===== src/rtl/evt_pkt_arbiter.sv =====
// rtl/evt_pkt_arbiter.sv - round-robin burst-limited packet arbiter feeding evt_dispatcher
//
// Purpose:
//   Shares one PACKET_BITS-wide packet path between NUM_IN sources. A source keeps
//   the grant for up to MAX_BURST back-to-back packets while it stays valid; after
//   that, or when it goes idle, the search resumes at the next index (round robin).
//   The output is a single registered slot, so no combinational path runs from the
//   sources to the consumer.
//
// Ports:
//   clk_tb, reset_tb   clock; asynchronous active-high reset
//   pkt_data_in        NUM_IN packets, source i at [i*PACKET_BITS +: PACKET_BITS]
//   pkt_vld_in         per-source valid
//   pkt_rdy_out        per-source ready (one-hot or zero)
//   pkt_data_out       registered packet towards the dispatcher
//   pkt_vld_out        registered valid towards the dispatcher
//   pkt_rdy_in         ready from the dispatcher
//   src_id_out         source index of the packet in the slot
//
// Optional (macro EVT_PKT_ARB_GRANT_CNT_EN):
//   grant_cnt_clr_in   synchronous clear of all grant counters
//   grant_cnt_out      NUM_IN x 16-bit saturating accepted-packet counters

module evt_pkt_arbiter #(
  parameter int NUM_IN      = 4,
  parameter int PACKET_BITS = 72,
  parameter int MAX_BURST   = 4
) (
  input  logic                          clk_tb,
  input  logic                          reset_tb,
  input  logic [NUM_IN*PACKET_BITS-1:0] pkt_data_in,
  input  logic [NUM_IN-1:0]             pkt_vld_in,
  output logic [NUM_IN-1:0]             pkt_rdy_out,
  output logic [PACKET_BITS-1:0]        pkt_data_out,
  output logic                          pkt_vld_out,
  input  logic                          pkt_rdy_in,
  output logic [$clog2(NUM_IN)-1:0]     src_id_out
`ifdef EVT_PKT_ARB_GRANT_CNT_EN
  ,
  input  logic                          grant_cnt_clr_in,
  output logic [NUM_IN*16-1:0]          grant_cnt_out
`endif
);

  localparam int IW = $clog2(NUM_IN);

  logic [IW-1:0]          ptr_q, ptr_d;
  logic [7:0]             bcnt_q, bcnt_d;
  logic                   vld_q, vld_d;
  logic [PACKET_BITS-1:0] data_q, data_d;
  logic [IW-1:0]          src_q, src_d;

  logic                   keep;
  logic                   load;
  logic                   win_vld;
  logic [IW-1:0]          win_idx;
  logic [PACKET_BITS-1:0] win_data;
  int                     scan_idx;

  assign load = ~vld_q | pkt_rdy_in;
  assign keep = pkt_vld_in[ptr_q] & (bcnt_q < 8'(MAX_BURST));

  // Winner search: stay on ptr while its burst budget lasts, otherwise scan
  // ptr+1 .. ptr (wrapping), so ptr itself is the last candidate considered.
  always_comb begin
    win_vld  = 1'b0;
    win_idx  = '0;
    scan_idx = 0;
    if (keep) begin
      win_vld = 1'b1;
      win_idx = ptr_q;
    end else begin
      for (int k = 1; k <= NUM_IN; k++) begin
        scan_idx = int'(ptr_q) + k;
        if (scan_idx >= NUM_IN) scan_idx = scan_idx - NUM_IN;
        if (!win_vld && pkt_vld_in[IW'(scan_idx)]) begin
          win_vld = 1'b1;
          win_idx = IW'(scan_idx);
        end
      end
    end
  end

  // Packet mux, constant part-selects only.
  always_comb begin
    win_data = '0;
    for (int i = 0; i < NUM_IN; i++) begin
      if (win_idx == IW'(i)) win_data = pkt_data_in[i*PACKET_BITS +: PACKET_BITS];
    end
  end

  // Ready is forced low while reset is held, without waiting for a clock.
  always_comb begin
    pkt_rdy_out = '0;
    for (int i = 0; i < NUM_IN; i++) begin
      pkt_rdy_out[i] = ~reset_tb & load & win_vld & (win_idx == IW'(i));
    end
  end

  always_comb begin
    ptr_d  = ptr_q;
    bcnt_d = bcnt_q;
    vld_d  = vld_q;
    data_d = data_q;
    src_d  = src_q;
    if (win_vld && load) begin
      data_d = win_data;
      src_d  = win_idx;
      vld_d  = 1'b1;
      // A wrap-around re-selection of an exhausted ptr counts as a fresh grant.
      if (keep) begin
        bcnt_d = bcnt_q + 8'd1;
      end else begin
        ptr_d  = win_idx;
        bcnt_d = 8'd1;
      end
    end else if (vld_q && pkt_rdy_in) begin
      vld_d = 1'b0;
    end
  end

  always_ff @(posedge clk_tb or posedge reset_tb) begin
    if (reset_tb) begin
      ptr_q  <= '0;
      bcnt_q <= '0;
      vld_q  <= 1'b0;
      data_q <= '0;
      src_q  <= '0;
    end else begin
      ptr_q  <= ptr_d;
      bcnt_q <= bcnt_d;
      vld_q  <= vld_d;
      data_q <= data_d;
      src_q  <= src_d;
    end
  end

  assign pkt_vld_out  = vld_q;
  assign pkt_data_out = data_q;
  assign src_id_out   = src_q;

`ifdef EVT_PKT_ARB_GRANT_CNT_EN
  logic [15:0] cnt_q [NUM_IN];

  always_ff @(posedge clk_tb or posedge reset_tb) begin
    if (reset_tb) begin
      for (int i = 0; i < NUM_IN; i++) cnt_q[i] <= '0;
    end else if (grant_cnt_clr_in) begin
      for (int i = 0; i < NUM_IN; i++) cnt_q[i] <= '0;
    end else begin
      for (int i = 0; i < NUM_IN; i++) begin
        if (pkt_vld_in[i] && pkt_rdy_out[i] && (cnt_q[i] != 16'hFFFF)) begin
          cnt_q[i] <= cnt_q[i] + 16'd1;
        end
      end
    end
  end

  always_comb begin
    grant_cnt_out = '0;
    for (int i = 0; i < NUM_IN; i++) grant_cnt_out[i*16 +: 16] = cnt_q[i];
  end
`endif

endmodule


===== config.mk =====
export PLATFORM = sky130hd
export DESIGN_NAME = evt_pkt_arbiter
export DESIGN_NICKNAME = d
export VERILOG_FILES = /design/src/rtl/evt_pkt_arbiter.sv
export SDC_FILE = /design/constraint.sdc
export NUM_CORES = 1
export LEC_CHECK = 0
export ABC_AREA = 1
export CORE_AREA = 4 4 143 145
export CTS_CLUSTER_SIZE = 24
export DETAILED_ROUTE_END_ITERATION = 8
export DIE_AREA = 0 0 147 149
export HOLD_SLACK_MARGIN = 0.15
export MAX_ROUTING_LAYER = met4
export PLACE_DENSITY = 0.7
export SLEW_MARGIN = 0
export SYNTH_ARGS = -nofsm -noshare
export SYNTH_HDL_FRONTEND = slang
export SYNTH_SLANG_ARGS = --single-unit

===== constraint.sdc =====
create_clock -name clk_tb -period 5.2 [get_ports clk_tb]
set_input_delay 1.04 -clock clk_tb [delete_from_list [all_inputs] [get_ports clk_tb]]
set_output_delay 1.04 -clock clk_tb [all_outputs]
set_load 0.01 [all_outputs]

After elaboration in Yosys (flattened, before gate mapping) --
Index checks and enable logic that the tools add are counted. W data, S select, Z words.
Storage, ports and cells: logic and storage cells 91, flip-flop bits (word level) 85, memories kept 0, RAM bits 0, output and inout port bits 79, latch bits 0, memory bits (read-only) 0, input port bits 295
Operators by class: bitwise operators 11, shift-type cells 0, add/sub/neg operators 9, mux-type cells 42, reduce and logical (&&, ||, !) cells 11, order comparisons 10, multiply operators 0, div/mod/pow operators 0, eq/ne operators 3
Operators by type and width (number):
- $mux W72 | 4
- $mux W2 | 13
- $mux W1 | 19
- $lt A2 B4 Y1 const B | 4
- $bmux W1 S2 | 5
- $ge A3 B3 Y1 const B | 3
- $add A8 B1 Y8 const B | 1
- $lt A8 B3 Y1 const B | 1
- $mux W8 | 1
- $sub A2 B1 Y2 const B | 4
- $and A1 B1 Y1 | 7
- $add A2 B2 Y3 const B | 2
- $logic_and A1 B1 Y1 | 5
- $add A2 B3 Y4 const B | 1
- $eq A2 B2 Y1 const B | 2
- $ge A4 B3 Y1 const B | 1
- $add A2 B1 Y3 const B | 1
- $logic_not A1 Y1 | 3
- $lt A2 B3 Y1 const B | 1
- $not A1 Y1 | 3
- $eq A2 B1 Y1 const B | 1
- $logic_not A2 Y1 | 1
- $reduce_and A2 Y1 | 1
- $reduce_bool A2 Y1 | 1
- $or A1 B1 Y1 | 1

Longest topological paths before layout --
Gate-level depths: netlist of the first run.
depth after elaboration 26, mapped depth 19

Worst setup path after synthesis of the first run --
OpenSTA, ideal clock, no wires.
path kind input-to-output, start point in reset_tb, end point out pkt_rdy_out[0], required time 4160 ps, stages 3, arrival 3548 ps, slack 612 ps, cell sequence inv_1 -> nand2_1 -> nor3_1
Between the ends: word-level cells in the longest chain between the ends 4
Ends and longest elaborated chain:
- start, declared | RTL line 30 | input logic reset_tb,
- $not A1 Y1 | RTL line 96 | pkt_rdy_out[i] = ~reset_tb & load & win_vld & (win_idx == IW'(i));
- $and A1 B1 Y1 (3 in a row) | RTL line 96
- end, declared | RTL line 33 | output logic [NUM_IN-1:0] pkt_rdy_out,
Every way passes these cells.

Final worst setup path of the first run --
start point in pkt_vld_in[1], end point out pkt_rdy_out[2]
Between the ends: word-level cells in the longest chain between the ends 19, elaborated cells between the ends (all ways) 37, those cells by class eq/ne (1); mux (27); bitwise (3); reduce/logical (6)
Ends and longest elaborated chain:
- start, declared | RTL line 32 | input logic [NUM_IN-1:0] pkt_vld_in,
- $bmux W1 S2 | RTL line 76 | if (!win_vld && pkt_vld_in[IW'(scan_idx)]) begin
- $mux W1 (implied by the code) (2 in a row) | RTL line 76
- $mux W1 | RTL line 76
- $mux W1 | RTL line 69 | if (keep) begin
- $logic_not A1 Y1 | RTL line 76
- $logic_and A1 B1 Y1 | RTL line 76
- $mux W1 | RTL line 76
- $mux W1 | RTL line 69
- [... 2 more ...]
- $mux W1 | RTL line 76
- $mux W1 | RTL line 69
- $logic_not A1 Y1 | RTL line 76
- $logic_and A1 B1 Y1 | RTL line 76
- $mux W2 / $mux W1 (equally long branches) | RTL line 76
- $mux W2 / $mux W1 (equally long branches) | RTL line 69
- $eq A2 B2 Y1 / $and A1 B1 Y1 (equally long branches) | RTL line 96
- $and A1 B1 Y1 (*) | RTL line 96
Mark *: on every way between the ends. The rest lies on a longest branch, timed or not. The select of a mux whose other input is x is not followed.

==> results.toml, run 1 <==
[status]
status = "complete, no violations"

[timing]
tightest_slew_ns = 1.063
slew_violations = 0
finalClockSkew_ns = 0.006598
timing.slew.headroom_pct = 29.13
fin_crit_sh_pct = 82.00
rsz0062_at_grt = "false"
min_period_ns = 4.264
hold_viol = 0
tns_ns = 0
timing.fmax_ghz = 0.2345
hold_slack_ns = 0.4748
finalSetupViolCount = 0

[detailed_routing]
post_drt_wl_per_cell_um = 17.15
drc = 0
drtPass1Iterations = 5
ant_nets = 0
drt_iter0_drc = 318
vias = 7351
viasPerCell = 5.119
drt_wl_total_mm = 24.62

[grt]
grtUsageTotal_pct = 21.95
grt_pass1_wl_mm = 37.69
grt_pass1_vias = 7305
grt-ovfl-total = 0
grt_max_degree = 82
antenna_found_initial = 3

[worst_hold_path]
hold_path.startpoint = "pkt_data_out[4]$_DFFE_PP0P_"
min_to = "pkt_data_out[4]$_DFFE_PP0P_"
hold_class = "reg2reg"
whs_path_depth = 2

[worst_setup_path]
timing.rr.end = "pkt_data_out[3]$_DFFE_PP0P_"
r2r_cells = 14
startpoint_type = "primary input"
reg2reg_setup_slack_ns = 1.74
regToRegStartpoint = "ptr_q[0]$_DFFE_PP0P_"
crit_path_end_kind = "output pin"
crit_required_ns = 4.16
critical_path_arrival_ns = 3.22
worstSetupStartpoint = "pkt_vld_in[1]"
path_max_fanout = 4
critPathKind = "in2out"

[clock_tree]
htree_levels = 3
cts_buffers = 9
clk_pin_slew_worst_paths_ns = 0.06
cts-root-buf = "clkbuf_16"
cts_resized = 0
clk_latency_ns = 0.34
post_cts_buffers = 0
numClockSinks = 85
cts_tree = "done"
clk_path_buf_depth = 2
cts_hold_buf = 0

[synth]
synth_top_area_share_pct = 35.35
synth_fp_nets = 1144
async_flop_share_pct = 100.0
synth_edf_count = 0
yosys_warnings = 0
netlist_area_sq_um = 6017
netlist_instances = 848
synth_cell_types = 30
synthTopCellsByArea = "dfrtp_1 (35%), nand2_1 (20%), nand4_1 (15%), nand3_1 (12%), buf_2 (3.6%)"
synth_area_leader_cell = "dfrtp_1"
yosysSeqAreaShare_pct = 35.35
synthFlopType = "dfrtp_1"
ys_seq_elements = 85
syn_area_per_cell_sq_um = 7.096

[power_and_ir_drop]
p_sw_mw = 3.438
power_frac_comb_pct = 71.4
p_int_mw = 3.163
ir_worst_vdd_v = 0.0009409
pwr-share-seq_pct = 17.6
switching_share_pct = 52.09
powerDensity_nw_per_um2 = 663.1
p_leak_nw = 4.236
pwr-share-clk_pct = 10.9

[floorplan]
dieArea_sq_um = 21900
rows = 51
ios = 374
core_area_sq_um = 19210
start_util_pct = 31.33
die_y_um = 149
die_w_um = 147

[layout]
drive_above_1_share_pct = 5.223
area_growth_pct = 65.44
layoutNonFillerInstCount = 1436
final_cell_mix = "clkdlybuf4s50_1 (373), nand2_1 (323), nand4_1 (147)"
fin_nets = 1460
layout_commonest_cell = "clkdlybuf4s50_1"

[flow_run]
drv_cap = 0

[placement]
io_buffers = 373
gp_congestion = 0.8573
place_inst = 1418
hpwlAfterDp_mm = 17.46
-- worst max-delay path, cell delays in order --
cell             delay, ns
clkdlybuf4s50_1       0.50
nand2_1               0.08
and2_1                0.18
o21ai_1               0.26
inv_1                 0.10
nand4_1               0.10
nand2_2               0.06
inv_2                 0.05
nand2_1               0.09
nor3_1                0.19
clkdlybuf4s50_1       0.56
-- how the worst max path moves through the flow --
stage | endpoint | slack (ns) | cells past startpoint
after floorplan | pkt_rdy_out[0] | 0.61 | 3
after global placement | pkt_rdy_out[2] | 0.98 | 11
after detailed placement | pkt_data_out[3]$_DFFE_PP0P_ | 0.94 | 17
after CTS | pkt_rdy_out[2] | 0.93 | 11
after global routing | pkt_rdy_out[2] | 0.74 | 11
final | pkt_rdy_out[2] | 0.94 | 11
-- flip-flops by register name, summed over array words and instances (netlist names) --
| signal | flops |
|---|---|
| bcnt_q | 8 |
| pkt_data_out | 72 |
| pkt_vld_out | 1 |
| ptr_q | 2 |
| src_id_out | 2 |
-- layout make-up --
cell class,count,area [sq um]
multi-input combinational,664,3251
clock inverter,4,97.59
sequential,85,2127
antenna,3,7.507
clock buffer,11,232.7
tap,265,331.6
timing repair buffer,385,3824
inverter,19,83.83
fill,1850,9253
-- cells by family after synthesis --
family / count (synthesis) / synth area share [%]
fa+ha+maj: 1 / 0.2079
simple gates: 653 / 52.84
flops: 85 / 35.35
buf+inv: 99 / 10.67
compound gates: 10 / 0.9357
-- per-stage QoR --
stage	power [mW]	setup WS (ns)	util [%]	area [sq um]
6_report	6.601	0.9360	51.83	9955
5_1_grt	7.222	0.7435	51.83	9955
4_1_cts	6.661	0.9260	51.79	9947
3_5_place_dp	5.913	0.9371	50.07	9617
3_3_place_gp	5.872	0.9757	50.07	9617
2_1_floorplan	4.668	0.6120	-	6017
-- synthesized netlist by cell type, types with 2 or more instances --
cell type / count
a21oi_1: 2
a31oi_1: 2
buf_1: 5
buf_12: 6
buf_2: 43
buf_4: 9
buf_6: 7
buf_8: 2
clkbuf_1: 8
dfrtp_1: 85
inv_1: 13
inv_2: 4
nand2_1: 324
nand2_2: 8
nand2_4: 4
nand2_8: 2
nand3_1: 139
nand3_2: 11
nand4_1: 147
nor2_1: 13
nor3_1: 2
o21ai_0: 2
o21ai_1: 3
-- power by group through the flow --
stage | clock network, mW | registers (mW) | logic [mW]
after floorplan | 0 | 1.28 | 3.38
after global placement | 0 | 1.16 | 4.71
after detailed placement | 0 | 1.17 | 4.74
after CTS | 0.746 | 1.17 | 4.75
after global routing | 0.777 | 1.20 | 5.24
final | 0.722 | 1.17 | 4.71
-- metal layers --
metal / track usage [%] / wire [um]
met1: 24.69 / 9658
met2: 37.13 / 11990
met5: - / 0
met4: 8.667 / 790
met3: 6.199 / 2190
(Power assumes the default switching activity.)
==> inputs of run 2 (changes only) <==
==> constraint.sdc (replaced) <==
create_clock -name clk_tb -period 4 [get_ports clk_tb]
set_input_delay 0.8 -clock clk_tb [delete_from_list [all_inputs] [get_ports clk_tb]]
set_output_delay 0.8 -clock clk_tb [all_outputs]
set_load 0.01 [all_outputs]
==> results.toml, run 2 (synthesis gave the netlist of run 1 again) <==
[grt]
grt-ovfl-total = 0
grt_max_degree = 82
grtUsageTotal_pct = 22.22
grt_pass1_vias = 7441
grt_pass1_wl_mm = 38.40
antenna_found_initial = 0

[worst_hold_path]
whs_path_depth = 2
hold_class = "reg2reg"

[clock_tree]
htree_levels = 3
numClockSinks = 85
cts-root-buf = "clkbuf_16"
cts_tree = "done"
cts_hold_buf = 0
clk_latency_ns = 0.34
clk_pin_slew_worst_paths_ns = 0.06
clk_path_buf_depth = 2
cts_buffers = 9

[placement]
io_buffers = 373
gp_congestion = 0.9174
place_inst = 1418
hpwlAfterDp_mm = 17.65
dp_slack_ns = 0.1577

[status]
status = "complete, no violations"

[timing]
fin_ws_ns = 0.2604
finalSetupViolCount = 0
timing.fmax_ghz = 0.2674
timing.slew.headroom_pct = 28.42
hold_viol = 0
slew_violations = 0
min_period_ns = 3.740
tightest_slew_ns = 1.074
rsz0062_at_grt = "false"
finalClockSkew_ns = 0.005071
hold_slack_ns = 0.4746
fin_crit_sh_pct = 93.49
tns_ns = 0

[detailed_routing]
vias = 7349
post_drt_wl_per_cell_um = 17.23
drc = 0
ant_nets = 0
drtPass1Iterations = 4
viasPerCell = 5.128
drt_iter0_drc = 306
drt_wl_total_mm = 24.70

[layout]
layout_commonest_cell = "clkdlybuf4s50_1"
diodes = 0
fin_util_pct = 51.68
regArea_sq_um = 2127
multi_input_area_sq_um = 3259
nFillCells = 1919
largest_reg_flops = 72
layoutNonFillerInstCount = 1433
final_cell_mix = "clkdlybuf4s50_1 (373), nand2_1 (323), nand4_1 (147)"
area_growth_pct = 64.98
drive_above_1_share_pct = 5.479
fin_nets = 1460

[worst_setup_path]
path_delay_family = "buffers and inverters"
crit_path_end_kind = "output pin"
critPathKind = "in2out"
cpPeakStageDelay_ns = 0.57
crit_cells = 11
r2r_cells = 17
path_max_fanout = 4
critical_path_arrival_ns = 2.94
crit_required_ns = 3.20
startpoint_type = "primary input"
crit_chain = "clkdlybuf4s50_1 > nand2_1 > and2_1 > o21ai_2 > inv_1 > nand4_1 > nand2_4 > inv_2 > nand2_1 > nor3_1 > clkdlybuf4s50_1"
slowest_stage = "clkdlybuf4s50_1"
critical_path_buf_inv_count = 4

[floorplan]
core_area_sq_um = 19210
die_y_um = 149
die_w_um = 147
dieArea_sq_um = 21900
ios = 374
start_util_pct = 31.33
rows = 51

[power_and_ir_drop]
p_leak_nw = 4.225
powerDensity_nw_per_um2 = 855.1
ir_worst_vdd_v = 0.0008675

[flow_run]
drv_cap = 0
[run 2: changes by cell type in the layout (fill, tap and decap cells not counted), sizes merged]
cell | previous run | this run
clkinvlp | 1 | 2
diode | 3 | 0
bufinv | 3 | 1
clkinv | 0 | 2
inv | 19 | 18
[run 2: final timing paths]
| check | from | endpoint | slack [ns] |
|---|---|---|---|
| worst max-delay path | pkt_vld_in[1] | pkt_rdy_out[2] | 0.26 |
| worst min-delay path | pkt_data_out[24]$_DFFE_PP0P_ | pkt_data_out[24]$_DFFE_PP0P_ | 0.47 |
| worst min register to register | pkt_data_out[24]$_DFFE_PP0P_ | pkt_data_out[24]$_DFFE_PP0P_ | 0.47 |
| worst max register to register | ptr_q[0]$_DFFE_PP0P_ | pkt_data_out[23]$_DFFE_PP0P_ | 1.06 |
| max in group asynchronous | reset_tb | pkt_data_out[43]$_DFFE_PP0P_ | 1.97 |
| min in group asynchronous | reset_tb | pkt_data_out[34]$_DFFE_PP0P_ | 0.96 |
[run 2: power breakdown]
| group | internal, mW | switching, mW | leakage (nW) |
|---|---|---|---|
| combinational | 2.22 | 3.90 | 3.02 |
| sequential | 1.29 | 0.230 | 1.06 |
| clock | 0.512 | 0.335 | 0.147 |
[run 2: layout make-up]
class,instances,share of cell area (%)
clock buffer,11,2.546
multi-input combinational,664,32.83
clock inverter,4,0.4790
inverter,19,0.8571
tap,265,3.340
timing repair buffer,385,38.52
sequential,85,21.43
[run 2: worst register-to-register path, cell delays in order, from the launching register on]
cell	delay [ns]
dfrtp_1	0.66
inv_8	0.09
nand2_1	0.08
nand2_1	0.08
nand2_2	0.09
nand2_2	0.06
inv_2	0.07
nand3_2	0.08
nand2_2	0.09
nand2_4	0.08
nand2_4	0.07
nand2_4	0.06
nand2_8	0.12
buf_4	0.60
nand3_1	0.33
nand4_1	0.18
nand2_1	0.06
nand2_1	0.08
[run 2: metal layers]
layer  vias up  global-route usage, %  share of wire [%]  routed length, um
li1       3563                      -                  -                  -
met1      3435                  24.33                 39               9695
met2       304                  39.04                 50              12240
met3        47                  5.652                7.9               1959
met4         0                  8.434                3.2                800
met5         -                      -                  0                  0
[run 2: what timing repair did]
action,4_1_cts,5_1_grt
setup endpoints to repair,0,1
buffers inserted,0,0
resized for setup,0,1
[run 2: metrics by stage]
stage / area, sq um / power [mW]
after global routing: 9927 / 9.297
after CTS: 9923 / 8.586
after global placement: 9623 / 7.618
final: 9927 / 8.488
after floorplan: 6021 / 6.068
after detailed placement: 9623 / 7.697
